--- src/rtl/snoop_bus_arbiter.sv ---
// snoop_bus_arbiter
//   Round-robin arbiter for the shared MESI snoop bus (Address_Com /
//   Data_Bus_Com) between the per-core L1 cache controllers. The owner
//   keeps the bus until it drops its request; the bus then stays closed
//   until every other core has finished snooping the transaction.
//
// Ports:
//   clk          system clock, rising edge
//   rst          synchronous active-high reset
//   Bus_req      per-core bus request (level, held for the transaction)
//   Snoop_done   per-core snoop-complete flag (level)
//   Bus_grant    registered one-hot grant (zero outside GRANT)
//   Grant_id     registered index of the current or last owner
//   Bus_busy     high in GRANT and WAIT_SNOOP
//   Timeout_err  one-cycle pulse when a grant is revoked by timeout
//
// Build option:
//   BUS_TIMEOUT_EN  when defined, an owner is limited to MAX_HOLD
//                   consecutive grant cycles; otherwise Timeout_err is 0
//                   and a grant is held for as long as it is requested.
//
// state      | meaning
// -----------+----------------------------------------------------------
// IDLE       | no owner; arbitrate pending requests from rr_q
// GRANT      | Grant_id owns the bus until its request drops
// WAIT_SNOOP | bus closed until all non-owner cores report snoop done

module snoop_bus_arbiter #(
  parameter int NUM_REQ  = 4,
  parameter int MAX_HOLD = 16,
  localparam int IDW     = (NUM_REQ > 1) ? $clog2(NUM_REQ) : 1
) (
  input  logic               clk,
  input  logic               rst,
  input  logic [NUM_REQ-1:0] Bus_req,
  input  logic [NUM_REQ-1:0] Snoop_done,
  output logic [NUM_REQ-1:0] Bus_grant,
  output logic [IDW-1:0]     Grant_id,
  output logic               Bus_busy,
  output logic               Timeout_err
);

  if (NUM_REQ < 2) begin : g_bad_num_req
    $error("snoop_bus_arbiter: NUM_REQ must be at least 2");
  end
  if (MAX_HOLD < 1) begin : g_bad_max_hold
    $error("snoop_bus_arbiter: MAX_HOLD must be at least 1");
  end

  typedef enum logic [1:0] {
    IDLE       = 2'd0,
    GRANT      = 2'd1,
    WAIT_SNOOP = 2'd2
  } state_t;

  state_t             state_q, state_d;
  logic [IDW-1:0]     rr_q, rr_d;
  logic [NUM_REQ-1:0] grant_d;
  logic [IDW-1:0]     id_d;
  logic [IDW-1:0]     sel;
  logic [IDW-1:0]     cand;
  logic               found;
  logic [NUM_REQ-1:0] owner_mask;
  int                 idx;

`ifdef BUS_TIMEOUT_EN
  localparam int CNT_W = $clog2(MAX_HOLD + 1);
  logic [CNT_W-1:0] cnt_q, cnt_d;
  logic             tmo_d;
`endif

  // First requester at or after rr_q, wrapping modulo NUM_REQ.
  always_comb begin
    found = 1'b0;
    sel   = '0;
    cand  = '0;
    idx   = 0;
    for (int i = 0; i < NUM_REQ; i++) begin
      idx = int'(rr_q) + i;
      if (idx >= NUM_REQ) idx = idx - NUM_REQ;
      cand = IDW'(idx);
      if (!found && Bus_req[cand]) begin
        found = 1'b1;
        sel   = cand;
      end
    end
  end

  // The owner's own snoop flag is irrelevant to closing the transaction.
  assign owner_mask = NUM_REQ'(1) << Grant_id;

  always_comb begin
    state_d = state_q;
    grant_d = Bus_grant;
    id_d    = Grant_id;
    rr_d    = rr_q;
`ifdef BUS_TIMEOUT_EN
    cnt_d   = cnt_q;
    tmo_d   = 1'b0;
`endif
    case (state_q)
      IDLE: begin
        if (found) begin
          state_d = GRANT;
          grant_d = NUM_REQ'(1) << sel;
          id_d    = sel;
          rr_d    = (sel == IDW'(NUM_REQ - 1)) ? '0 : sel + 1'b1;
`ifdef BUS_TIMEOUT_EN
          cnt_d   = '0;
`endif
        end
      end
      GRANT: begin
        if (!Bus_req[Grant_id]) begin
          state_d = WAIT_SNOOP;
          grant_d = '0;
        end
`ifdef BUS_TIMEOUT_EN
        else if (cnt_q == CNT_W'(MAX_HOLD - 1)) begin
          // This edge ends the MAX_HOLD-th grant cycle.
          state_d = WAIT_SNOOP;
          grant_d = '0;
          tmo_d   = 1'b1;
        end else begin
          cnt_d = cnt_q + 1'b1;
        end
`endif
      end
      WAIT_SNOOP: begin
        grant_d = '0;
        if (&(Snoop_done | owner_mask)) state_d = IDLE;
      end
      default: begin
        state_d = IDLE;
        grant_d = '0;
      end
    endcase
  end

  always_ff @(posedge clk) begin
    if (rst) begin
      state_q   <= IDLE;
      Bus_grant <= '0;
      Grant_id  <= '0;
      rr_q      <= '0;
    end else begin
      state_q   <= state_d;
      Bus_grant <= grant_d;
      Grant_id  <= id_d;
      rr_q      <= rr_d;
    end
  end

`ifdef BUS_TIMEOUT_EN
  always_ff @(posedge clk) begin
    if (rst) begin
      cnt_q       <= '0;
      Timeout_err <= 1'b0;
    end else begin
      cnt_q       <= cnt_d;
      Timeout_err <= tmo_d;
    end
  end
`else
  assign Timeout_err = 1'b0;
`endif

  assign Bus_busy = (state_q == GRANT) || (state_q == WAIT_SNOOP);

endmodule

--- config.mk ---
export PLATFORM = sky130hd
export DESIGN_NAME = snoop_bus_arbiter
export DESIGN_NICKNAME = d
export VERILOG_FILES = /design/src/rtl/snoop_bus_arbiter.sv
export SDC_FILE = /design/constraint.sdc
export NUM_CORES = 1
export LEC_CHECK = 0
export BUFFER_PORTS_ARGS = -buffer_cell sky130_fd_sc_hd__buf_4
export CORE_MARGIN = 10
export CORE_UTILIZATION = 50
export DETAILED_ROUTE_END_ITERATION = 10
export PLACE_DENSITY = 0.76
export SYNTH_ARGS = -nofsm -noshare
export SYNTH_HDL_FRONTEND = slang
export SYNTH_SLANG_ARGS = --single-unit
--- constraint.sdc ---
create_clock -name clk -period 1.9 [get_ports clk]
set_input_delay 0.285 -clock clk [delete_from_list [all_inputs] [get_ports clk]]
set_output_delay 0.285 -clock clk [all_outputs]
set_load 0.01 [all_outputs]
Yosys cells after proc, flatten, opt, wreduce, memory -nomap -nowiden
Index checks and enable logic that the tools add are counted.
W data, S select, Z words.
{ "totals": {"in_bits": 10, "register_bits": 10} }
{ "classes": {"n_shift": 2, "add_sub_neg": 8, "reduce_logical": 12, "n_lt_le_gt_ge": 9, "n_eq_ne": 6, "bitwise": 1, "mux": 30} }
{ "ops": {"columns": ["operator", "count"], "rows": [
  ["$mux W2", 12],
  ["$lt A2 B3 Y1 const B", 5],
  ["$bmux W1 S2", 5],
  ["$ge A3 B3 Y1 const B", 3],
  ["$mux W1", 9],
  ["$mux W4", 2],
  ["$pmux W4 S2", 1],
  ["$shl A1 B2 Y4 const A", 2],
  ["$sub A2 B1 Y2 const B", 4],
  ["$add A2 B2 Y3 const B", 2],
  ["$ne A2 B2 Y1 const B", 3],
  ["$pmux W2 S3", 1],
  ["$eq A2 B2 Y1 const B", 2],
  ["$or A4 B4 Y4", 1],
  ["$reduce_and A2 Y1", 2],
  ["$reduce_and A4 Y1", 1],
  ["$add A2 B1 Y3 const B", 1],
  ["$ge A2 B3 Y1 const B", 1],
  ["$logic_and A1 B1 Y1", 3],
  ["$logic_not A1 Y1", 3],
  ["$reduce_and A3 Y1", 1],
  ["$add A2 B1 Y2 const B", 1],
  ["$eq A2 B1 Y1 const B", 1],
  ["$logic_not A2 Y1", 1],
  ["$logic_or A1 B1 Y1", 1]
]} }

Longest topological paths before layout
Gate-level depths: netlist (run 1).
{ "depth": {"word_depth": 17, "ltp_mapped": 7, "depth_no_buf": 7} }

Least setup slack after synthesis (run 1)
Ideal clock, no wire load.
{ "synth_path": {"path_type": "reg-to-reg", "from": "reg Grant_id[0]", "to": "reg state_q[1]", "required_ns": 1.828, "n_path_buf": 0, "arrival_ns": 1.552, "stages_incl_launch_ff": 5, "slack_ns": 0.277, "synth_period_minus_slack_ns": 1.623, "path_cell_list": "dfxtp_1 > mux4_2 > a22o_2 > a31oi_4 > mux2i_1"} }
{ "synth_between": {"elab_chain_cells": 5, "word_cells_on_any_way": 8, "cone_classes": "eq/ne (2); shift (1); mux (2); bitwise (1); reduce/logical (2)"} }
{ "synth_lines": {"columns": ["item", "line", "text"], "rows": [
  ["start: declaration", "38", "output logic [IDW-1:0] Grant_id,"],
  ["start signal: assignment", "149", "Grant_id <= id_d;"],
  ["$shl A1 B2 Y4", "90", "assign owner_mask = NUM_REQ'(1) << Grant_id;"],
  ["$or A4 B4 Y4", "131", "if (&(Snoop_done | owner_mask)) state_d = IDLE;"],
  ["$reduce_and A4 Y1", "131", null],
  ["$ne A2 B2 Y1 (no source line)", null, null],
  ["$reduce_and A3 Y1 (no source line) *", null, null],
  ["end signal: assignment", "147", "state_q <= state_d;"],
  ["end: declaration", "56", "state_t state_q, state_d;"]
]} }
Every way passes the cells marked *; elsewhere a longest branch is shown, timed or not. The select of a mux whose other input is x is not followed.
A chain may end at the register's enable or synchronous reset.

Worst setup path in the final report (run 1)
{ "layout_path": {"from": "reg rr_q[1]", "to": "reg Bus_grant[0]"} }
{ "layout_between": {"elab_chain_cells": 17, "word_cells_on_any_way": 42, "cone_classes": "add/sub (7); order compare (4); eq/ne (1); shift (1); mux (22); reduce/logical (7)"} }
{ "layout_lines": {"columns": ["item", "line", "text"], "rows": [
  ["start: declaration", "57", "logic [IDW-1:0] rr_q, rr_d;"],
  ["start signal: assignment", "150", "rr_q <= rr_d;"],
  ["branches (longest 13 deep; another with $add A2 B1 Y3)", null, null],
  ["$mux W2 *", "82", "if (!found && Bus_req[cand]) begin"],
  ["named net sel[0]", "60", "logic [IDW-1:0] sel;"],
  ["$shl A1 B2 Y4 *", "105", "grant_d = NUM_REQ'(1) << sel;"],
  ["$mux W4 *", "103", "if (found) begin"],
  ["$pmux W4 S2 *", "101", "case (state_q)"],
  ["end signal: assignment", "148", "Bus_grant <= grant_d;"],
  ["end: declaration", "37", "output logic [NUM_REQ-1:0] Bus_grant,"]
]} }
Mark *: on every way through the listed nets, which the timed path passes. The select of a mux whose other input is x is not followed.

==> results of run 1 <==
[power groups by stage]
stage	Sequential, uW	Clock (uW)	Combinational [uW]
after global placement	357	0	658
after global routing	369	207	785
after detailed placement	361	0	674
after CTS	355	196	687
after floorplan	360	0	449
final	357	191	709
[area by class of cell]
| cell class | instances | share of cell area |
|---|---|---|
| clock buffers | 4 | 0.0405 |
| inverters | 5 | 0.0209 |
| multi-input cells | 59 | 0.534 |
| flip-flops and latches | 10 | 0.225 |
| well taps | 15 | 0.0209 |
| repair buffers | 19 | 0.159 |
[cells in the mapped netlist]
cell,n
a211oi_1,1
a21o_2,1
a21oi_1,5
a22o_2,1
a22oi_1,4
a31o_2,1
a31oi_4,1
buf_4,1
clkbuf_1,1
conb_1,1
dfxtp_1,10
ha_1,8
inv_1,5
mux2i_1,3
mux4_2,1
nand2_1,5
nand2b_1,4
nand3_1,1
nand3b_1,2
nor2_1,7
nor2b_1,1
nor3_1,1
nor3b_1,1
nor4_1,2
o21a_1,1
o22a_2,1
o22ai_1,2
o31ai_1,1
o41a_1,1
o41ai_2,1
or3b_2,1
[flip-flops by register name, indices dropped and copies added, names as in the netlist]
register	cells
rr_q	2
Grant_id	2
Bus_grant	4
state_q	2
[metal layers]
| metal | routed length (um) | share of wire |
|---|---|---|
| met1 | 753 | 0.44 |
| met2 | 827 | 0.49 |
| met3 | 108 | 0.063 |
| met4 | 13 | 0.0076 |
| met5 | 0 | 0 |
[final timing paths]
path / start / endpoint / slack (ns) / cells past startpoint
setup / recovery: rr_q[1]$_SDFFE_PP0P_ / Bus_grant[0]$_SDFFE_PP0P_ / 0.17 / 7
hold / removal: rst / Grant_id[0]$_SDFFE_PP0P_ / 0.28 / 2
setup reg to reg: rr_q[1]$_SDFFE_PP0P_ / Bus_grant[0]$_SDFFE_PP0P_ / 0.17 / 7
hold reg to reg: Bus_grant[2]$_SDFFE_PP0P_ / Bus_grant[2]$_SDFFE_PP0P_ / 0.50 / 2
[stage by stage]
stage	cells	total power, uW	utilization	cell area [um2]
floorplan	76	809	-	693
global placement	108	1010	0.648	843
detailed placement	108	1040	0.648	843
CTS	112	1240	0.676	880
global route	112	1360	0.688	896
finish	112	1260	0.688	896
[worst max-delay path, cell delays in order, from the launching register on]
cell and delay, ns:
dfxtp_2 0.38, mux2i_1 0.19, nor2_1 0.11, nor4_4 0.35, inv_1 0.13, ha_1 0.23
a22oi_1 0.17, nor2_1 0.06
[logic make-up (layout without fill, tap and decap cells)]
group           Yosys count  after routing
flops                    10             10
simple gates             25             25
other cells               1              1
fa+ha+maj                 8              8
mux                       4              4
buf+inv                   7             28
compound gates           21             21
==> metrics.json, run 1 <==
{
  "outcome": "finished clean",
  "worst_ep_required_time_ns": 2.05,
  "grt_busiest_layer": "met2",
  "globalRouteMet3Util": 0.0420,
  "clock_tree_buffer_depth": 2,
  "power_frac_seq": 0.284,
  "synthSimpleGateAreaFrac": 0.188,
  "synth_seq_area_share": 0.289,
  "firstDrtPassIters": 5,
  "boundaryPins": 18,
  "yosysTopAreaCellShare": 0.289,
  "first_iter_violations": 18,
  "total_area_of_multi_input_combinational_cells_um2": 478,
  "layout-area-overhead-vs-synth_pct": 29.2,
  "grt_antenna_before_repair": 0,
  "grt_remaining_overflow": 0,
  "grt_util_met2": 0.158,
  "ys_seq_elements": 10,
  "startpoint_type": "flop",
  "post_synth.cell_area_avg_um2": 9.12,
  "net-switching-power_uw": 507,
  "drive_gt1_frac": 0.340,
  "clock_latency_on_the_worst_skew_pair_ns": 0.26,
  "p_int_uw": 750,
  "hold_class": "primary input to flop",
  "floorplan.initialDensity": 0.533,
  "detail_route.vias_per_cell": 5.63,
  "synth-xor-area-share": 0,
  "buffer_count_from_post_cts_setup_fixing": 0,
  "cts_htree_levels": 1,
  "yosys_warnings": 0,
  "die-width_um": 57.2,
  "cts_root_buffer": "clkbuf_4",
  "netSwitchingFraction": 0.403,
  "finalWirelength_um": 1700,
  "finalWorstSetupSlack_ns": 0.171,
  "p_leak_uw": 0.000387,
  "fin_nets": 116,
  "worst_pin_slew_ns": 0.670,
  "global_routing_met1_resource_utilization": 0.118,
  "combinational_family_with_the_most_area_after_synthesis": "compound AO/OA/AOI/OAI gates",
  "yosys.area.top_type": "dfxtp_1",
  "p_comb_frac": 0.564,
  "cp.arrival_ns": 1.88,
  "placement.io_buffers": 16,
  "report.final.hold_viol_count": 0,
  "tritoncts": "done",
  "nFillCells": 120,
  "setup_tns_ns": 0,
  "power_density_mw_per_mm2": 1400,
  "hpwl_um": 1270,
  "setup_viol": 0,
  "floorplan.die_area_mm2": 0.00328,
  "cts_hold_buffers": 0,
  "synth_mux_area_frac": 0.0758,
  "die_y_um": 57.2,
  "post_synth_fa_ha_maj_area_fraction": 0.144,
  "synthDistinctLibCells": 31,
  "critPathKind": "flop to flop",
  "routed_wire_length_per_instance_um": 15.2,
  "finalHoldWorstSlack_ns": 0.281,
  "wire_length_of_the_first_global_routing_pass_um": 2740,
  "first_global_vias": 607,
  "drc": 0,
  "finalWeightedCongestion": 0.775,
  "grt_start_max_net_pins": 14,
  "most-common-layout-cells": "19 x buf_4, 9 x dfxtp_1, 8 x ha_1, 7 x nor2_1",
  "vdd_drop_max_v": 0.000918,
  "achievable-frequency_mhz": 578,
  "synthesis.instances": 76,
  "layout.cells.most_common": "buf_4",
  "synth-compound-area-share": 0.255,
  "global_route.usage.total": 0.0993,
  "post_cts_sizing": 0,
  "worst_setup_hold_path_clk_slew_ns": 0.07,
  "sequential_cell_area_um2": 201,
  "maxCapViolCount": 0,
  "worst_slew_margin_rel": 0.549,
  "floorplan.core_area_mm2": 0.00130,
  "synthesis.area_um2": 693,
  "synth_area_leaders": "dfxtp_1 29%, ha_1 14%, mux2i_1 4.3%, a22oi_1 4.3%, nor2_1 3.8%",
  "synthesis.nets": 94,
  "cts_inserted_buffers": 3,
  "slew_violations": 0,
  "ant_nets": 0,
  "finClkSkew_ns": 0.00435,
  "rows": 13,
  "route.vias.total": 630,
  "crit_path_max_fanout": 6,
  "critPathCaptureType": "flop",
  "antenna_diode_count": 0,
  "period_share": 0.910,
  "placement.setup.worst_slack_ns": 0.0301,
  "clock_sink_count": 10,
  "final.min_clock_period_ns": 1.73,
  "pwr-share-clk": 0.152
}
Note: power is estimated with default switching activity, not from simulation.
==> run 2, diff against run 1 <==
- CORE_UTILIZATION: 50 -> 45
- PLACE_DENSITY: 0.76 -> 0.72
- clock period: 1.9 -> 1.45 ns (I/O delays scaled with it)
==> metrics.json, run 2 (synthesis gave the netlist of run 1 again) <==
{
  "outcome": "finished, violations left",
  "failed_checks": "negative setup slack",
  "floorplan.initialDensity": 0.466,
  "pwr-share-clk": 0.120,
  "finalWorstSetupSlack_ns": -0.181,
  "rsz0062_at_grt": "yes",
  "worstHoldStart": "rst",
  "dpl_cell_area_um2": 991,
  "worst_ep_required_time_ns": 1.66,
  "p_comb_frac": 0.667,
  "report.final.hold_viol_count": 0,
  "r2r_setup_slack_ns": -0.18,
  "cts_hold_buffers": 0,
  "startpoint_type": "flop",
  "achievable-frequency_mhz": 613,
  "grt_start_max_net_pins": 14,
  "power_frac_seq": 0.213,
  "cts_htree_levels": 1,
  "layout.cells.most_common": "buf_4",
  "cts_inserted_buffers": 3,
  "die_y_um": 59.2,
  "clock_sink_count": 10,
  "clock_latency_on_the_worst_skew_pair_ns": 0.27,
  "floorplan.die_area_mm2": 0.00351,
  "largest_register_ffs": 4,
  "period_share": 1.13,
  "vdd_drop_max_v": 0.00157,
  "finalWeightedCongestion": 0.819,
  "total_area_of_multi_input_combinational_cells_um2": 548,
  "crit_chain": "mux4_2 > a22o_4 > a31oi_4 > mux2i_1",
  "grt_antenna_before_repair": 0,
  "slew_violations": 0,
  "die-width_um": 59.2,
  "netSwitchingFraction": 0.395,
  "grt_remaining_overflow": 0,
  "drc": 0,
  "min_to": "rr_q[1]$_SDFFE_PP0P_",
  "clock_tree_buffer_depth": 2,
  "placement.io_buffers": 16,
  "cp_slowest_stage_delay_ns": 0.56,
  "boundaryPins": 18,
  "firstDrtPassIters": 4,
  "finalHoldWorstSlack_ns": 0.196,
  "drive_gt1_frac": 0.585,
  "regMostFlops": "Bus_grant",
  "cp.arrival_ns": 1.84,
  "fin_total_pwr_uw": 2180,
  "reg2reg_to": "state_q[1]$_SDFFE_PP0P_",
  "critPathKind": "flop to flop",
  "crit_buf_inv": 0,
  "sequential_cell_area_um2": 209,
  "regToRegStartpoint": "Grant_id[0]$_SDFFE_PP0P_",
  "most-common-layout-cells": "40 x buf_4, 7 x dfxtp_1, 6 x nor2_1",
  "first_iter_violations": 12,
  "crit_path_max_fanout": 5,
  "wire_length_of_the_first_global_routing_pass_um": 3600,
  "setup_viol": 7,
  "p_int_uw": 1320,
  "p_leak_uw": 0.000501,
  "worst_setup_hold_path_clk_slew_ns": 0.08,
  "first_global_vias": 790,
  "route.vias.total": 753,
  "routed_wire_length_per_instance_um": 17.1,
  "antenna_diode_count": 0,
  "timing.reg2reg.worst_path_depth": 4,
  "floorplan.core_area_mm2": 0.00149,
  "setup_tns_ns": -0.805,
  "finClkSkew_ns": 0.00658,
  "global_route.usage.total": 0.128,
  "detail_route.vias_per_cell": 5.62,
  "power_density_mw_per_mm2": 1920,
  "path_delay_family": "multiplexers",
  "cts_root_buffer": "clkbuf_4",
  "ant_nets": 0,
  "tritoncts": "done",
  "nFillCells": 113,
  "final.min_clock_period_ns": 1.63,
  "net-switching-power_uw": 861,
  "fin_nets": 137,
  "hpwl_um": 1510,
  "maxCapViolCount": 0,
  "hold_class": "primary input to flop",
  "finalWirelength_um": 2300,
  "stdcell_area_mm2": 0.00113,
  "critPathCaptureType": "flop",
  "timing.critical_path.slowest_stage_cell": "mux4_2",
  "layout-area-overhead-vs-synth_pct": 63.4,
  "timing.hold.worst_path_depth": 2,
  "rows": 14
}
==> run 2: cell types whose count changed in the layout (fill, tap and decap cells not counted), sizes merged <==
cell | before | now
buf | 19 | 40
==> run 2: power by group through the flow <==
stage	Combinational (uW)	Clock, uW	Sequential, uW
after global routing	1550	269	475
final	1450	261	465
after floorplan	615	0	480
after detailed placement	1180	0	458
after global placement	1150	0	453
after CTS	1320	264	461
==> run 2: routing by layer <==
metal  global-route usage  up-vias  wire [um]
met5                    0        -          0
met4               0.0459        0         25
met3               0.0258        4         99
met2                0.233       27       1230
met1                0.140      363        946
li1                     -      359          -
==> run 2: layout make-up <==
type                    count  share of cell area
clock buffers               4              0.0320
inverters                   5              0.0166
multi-input cells          59               0.484
flip-flops and latches     10               0.185
well taps                  16              0.0177
repair buffers             40               0.265
==> run 2: worst reg2reg max path, cell delays in order (launching register included) <==
cell	delay, ns
dfxtp_4	0.37
mux4_2	0.56
a22o_4	0.28
a31oi_4	0.17
mux2i_1	0.20
==> run 2: worst max-delay path by stage <==
| stage | from | cells after the start | endpoint | slack (ns) |
|---|---|---|---|---|
| after floorplan | Grant_id[0]$_SDFFE_PP0P_ | 4 | state_q[1]$_SDFFE_PP0P_ | -0.08 |
| after global placement | Grant_id[0]$_SDFFE_PP0P_ | 4 | state_q[1]$_SDFFE_PP0P_ | -0.15 |
| after detailed placement | rr_q[1]$_SDFFE_PP0P_ | 7 | Bus_grant[2]$_SDFFE_PP0P_ | -0.17 |
| after CTS | Grant_id[0]$_SDFFE_PP0P_ | 4 | state_q[1]$_SDFFE_PP0P_ | -0.19 |
| after global routing | Grant_id[0]$_SDFFE_PP0P_ | 4 | state_q[1]$_SDFFE_PP0P_ | -0.23 |
| final | Grant_id[0]$_SDFFE_PP0P_ | 4 | state_q[1]$_SDFFE_PP0P_ | -0.18 |
==> run 2: what timing repair did <==
action,4_1_cts,5_1_grt
setup buffers,5,1
endpoints found under the setup margin,7,9
pin swaps,3,4
endpoints found under the hold margin,0,0
resized for setup,9,8
==> run 2: stage by stage <==
| step | utilization | cells | setup slack, ns |
|---|---|---|---|
| floorplan | - | 76 | -0.0809 |
| CTS | 0.740 | 135 | -0.187 |
| finish | 0.761 | 134 | -0.181 |
| global placement | 0.666 | 126 | -0.153 |
| detailed placement | 0.666 | 126 | -0.168 |
| global route | 0.761 | 134 | -0.232 |
==> run 3, diff against run 2 <==
- CORE_AREA: not set -> 2 2 39 41
- CORE_MARGIN: 10 -> not set
- CORE_UTILIZATION: 45 -> not set
- DIE_AREA: not set -> 0 0 41 43
- PLACE_DENSITY: 0.72 -> 0.79
- clock period: 1.45 -> 2.1 ns (I/O delays scaled with it)
==> metrics.json, run 3 (synthesis gave the netlist of run 1 again) <==
{
  "most-common-layout-cells": "18 x buf_4, 10 x dfxtp_1, 8 x ha_1, 7 x nor2_1",
  "p_comb_frac": 0.549,
  "netSwitchingFraction": 0.397,
  "final.min_clock_period_ns": 1.87,
  "period_share": 0.891,
  "floorplan.core_area_mm2": 0.00138,
  "crit_chain": "mux2i_1 > nor2_1 > nor4_1 > inv_1 > ha_1 > a22oi_1 > nor2_1",
  "worst_slew_margin_rel": 0.618,
  "setup_tns_ns": 0,
  "wire_length_of_the_first_global_routing_pass_um": 2240,
  "buffer_count_from_post_cts_setup_fixing": 0,
  "p_int_uw": 666,
  "layout-area-overhead-vs-synth_pct": 26.0,
  "post_cts_sizing": 0,
  "slew_violations": 0,
  "timing.critical_path.slowest_stage_cell": "nor4_1",
  "startpoint_type": "flop",
  "hpwl_um": 1090,
  "first_global_vias": 573,
  "stdcell_area_um2": 873,
  "finalWirelength_um": 1420,
  "rsz0062_at_grt": "no",
  "rows": 14,
  "route.vias.total": 621,
  "largest_register_ffs": 4,
  "grt_start_max_net_pins": 14,
  "finClkSkew_ns": 0.00285,
  "dpl_cell_area_um2": 837,
  "worst_setup_hold_path_clk_slew_ns": 0.07,
  "floorplan.die_area_mm2": 0.00176,
  "p_leak_uw": 0.000378,
  "regMostFlops": "Bus_grant",
  "clock_sink_count": 10,
  "cts_inserted_buffers": 3,
  "drive_gt1_frac": 0.313,
  "placement.io_buffers": 16,
  "finalWeightedCongestion": 0.794,
  "tritoncts": "done",
  "worst_pin_slew_ns": 0.568,
  "crit_path_max_fanout": 6,
  "fin_total_pwr_uw": 1100,
  "sequential_cell_area_um2": 200,
  "floorplan.initialDensity": 0.501,
  "net-switching-power_uw": 438,
  "nFillCells": 127,
  "maxCapViolCount": 0,
  "pwr-share-clk": 0.159,
  "grt_antenna_before_repair": 0,
  "die-width_um": 41,
  "routed_wire_length_per_instance_um": 12.6,
  "hold_class": "primary input to flop",
  "firstDrtPassIters": 3,
  "antenna_diode_count": 0,
  "power_frac_seq": 0.291,
  "cp.arrival_ns": 2.03,
  "cts_htree_levels": 1,
  "grt_remaining_overflow": 0,
  "total_area_of_multi_input_combinational_cells_um2": 463,
  "die_y_um": 43,
  "critPathKind": "flop to flop",
  "critPathCaptureType": "flop",
  "fin_nets": 115,
  "cts_hold_buffers": 0,
  "outcome": "finished clean",
  "achievable-frequency_mhz": 534,
  "boundaryPins": 18,
  "report.final.hold_viol_count": 0,
  "vdd_drop_max_v": 0.000729,
  "path_common_cell": "nor2_1",
  "power_density_mw_per_mm2": 1260,
  "global_route.usage.total": 0.182,
  "worst_ep_required_time_ns": 2.26,
  "setup_viol": 0,
  "drc": 0,
  "first_iter_violations": 7,
  "clock_tree_buffer_depth": 2,
  "layout.cells.most_common": "buf_4",
  "detail_route.vias_per_cell": 5.54,
  "cp_slowest_stage_delay_ns": 0.44,
  "clock_latency_on_the_worst_skew_pair_ns": 0.26,
  "cts_root_buffer": "clkbuf_4",
  "ant_nets": 0
}
run 3: cell type report:
class / count / area share
well taps: 16 / 0.0229
multi-input cells: 59 / 0.530
clock buffers: 4 / 0.0415
inverters: 5 / 0.0215
repair buffers: 18 / 0.155
flip-flops and latches: 10 / 0.229
run 3: metrics by stage:
step,setup WS [ns],std cells,hold slack [ns],utilization
after floorplan,0.477,76,0.465,-
after global placement,0.347,108,0.481,0.605
after detailed placement,0.230,108,0.492,0.605
after CTS,0.220,112,0.303,0.631
after global routing,0.0307,112,0.313,0.631
final,0.228,112,0.306,0.631
run 3: worst paths after layout:
check | slack [ns] | start | endpoint | cells past startpoint
setup / recovery | 0.23 | rr_q[1]$_SDFFE_PP0P_ | Bus_grant[2]$_SDFFE_PP0P_ | 7
hold / removal | 0.31 | rst | Grant_id[0]$_SDFFE_PP0P_ | 2
hold reg to reg | 0.50 | Bus_grant[0]$_SDFFE_PP0P_ | Bus_grant[0]$_SDFFE_PP0P_ | 2
setup reg to reg | 0.23 | rr_q[1]$_SDFFE_PP0P_ | Bus_grant[2]$_SDFFE_PP0P_ | 7
run 3: routing by layer:
metal | vias up | global-route usage | share of wire
met4 | 0 | 0.0800 | 0.0071
met1 | 291 | 0.211 | 0.46
met2 | 9 | 0.306 | 0.49
li1 | 319 | - | -
met5 | - | 0 | 0
met3 | 2 | 0.0314 | 0.036
run 3: critical path, delay by kind of cell (launching register included):
family / cells / cell delay [ns]
AO/OA/AOI/OAI: 1 / 0.17
AND/OR/NAND/NOR: 3 / 0.57
flip-flops: 1 / 0.43
multiplexers: 1 / 0.22
adder cells (fa/ha/maj): 1 / 0.23
buffers and inverters: 1 / 0.14
run 3: power groups by stage:
| stage | sequential, uW | clock, uW | combinational [uW] |
|---|---|---|---|
| floorplan | 325 | 0 | 407 |
| global placement | 322 | 0 | 591 |
| detailed placement | 326 | 0 | 603 |
| CTS | 322 | 177 | 609 |
| global route | 330 | 185 | 667 |
| finish | 321 | 176 | 606 |
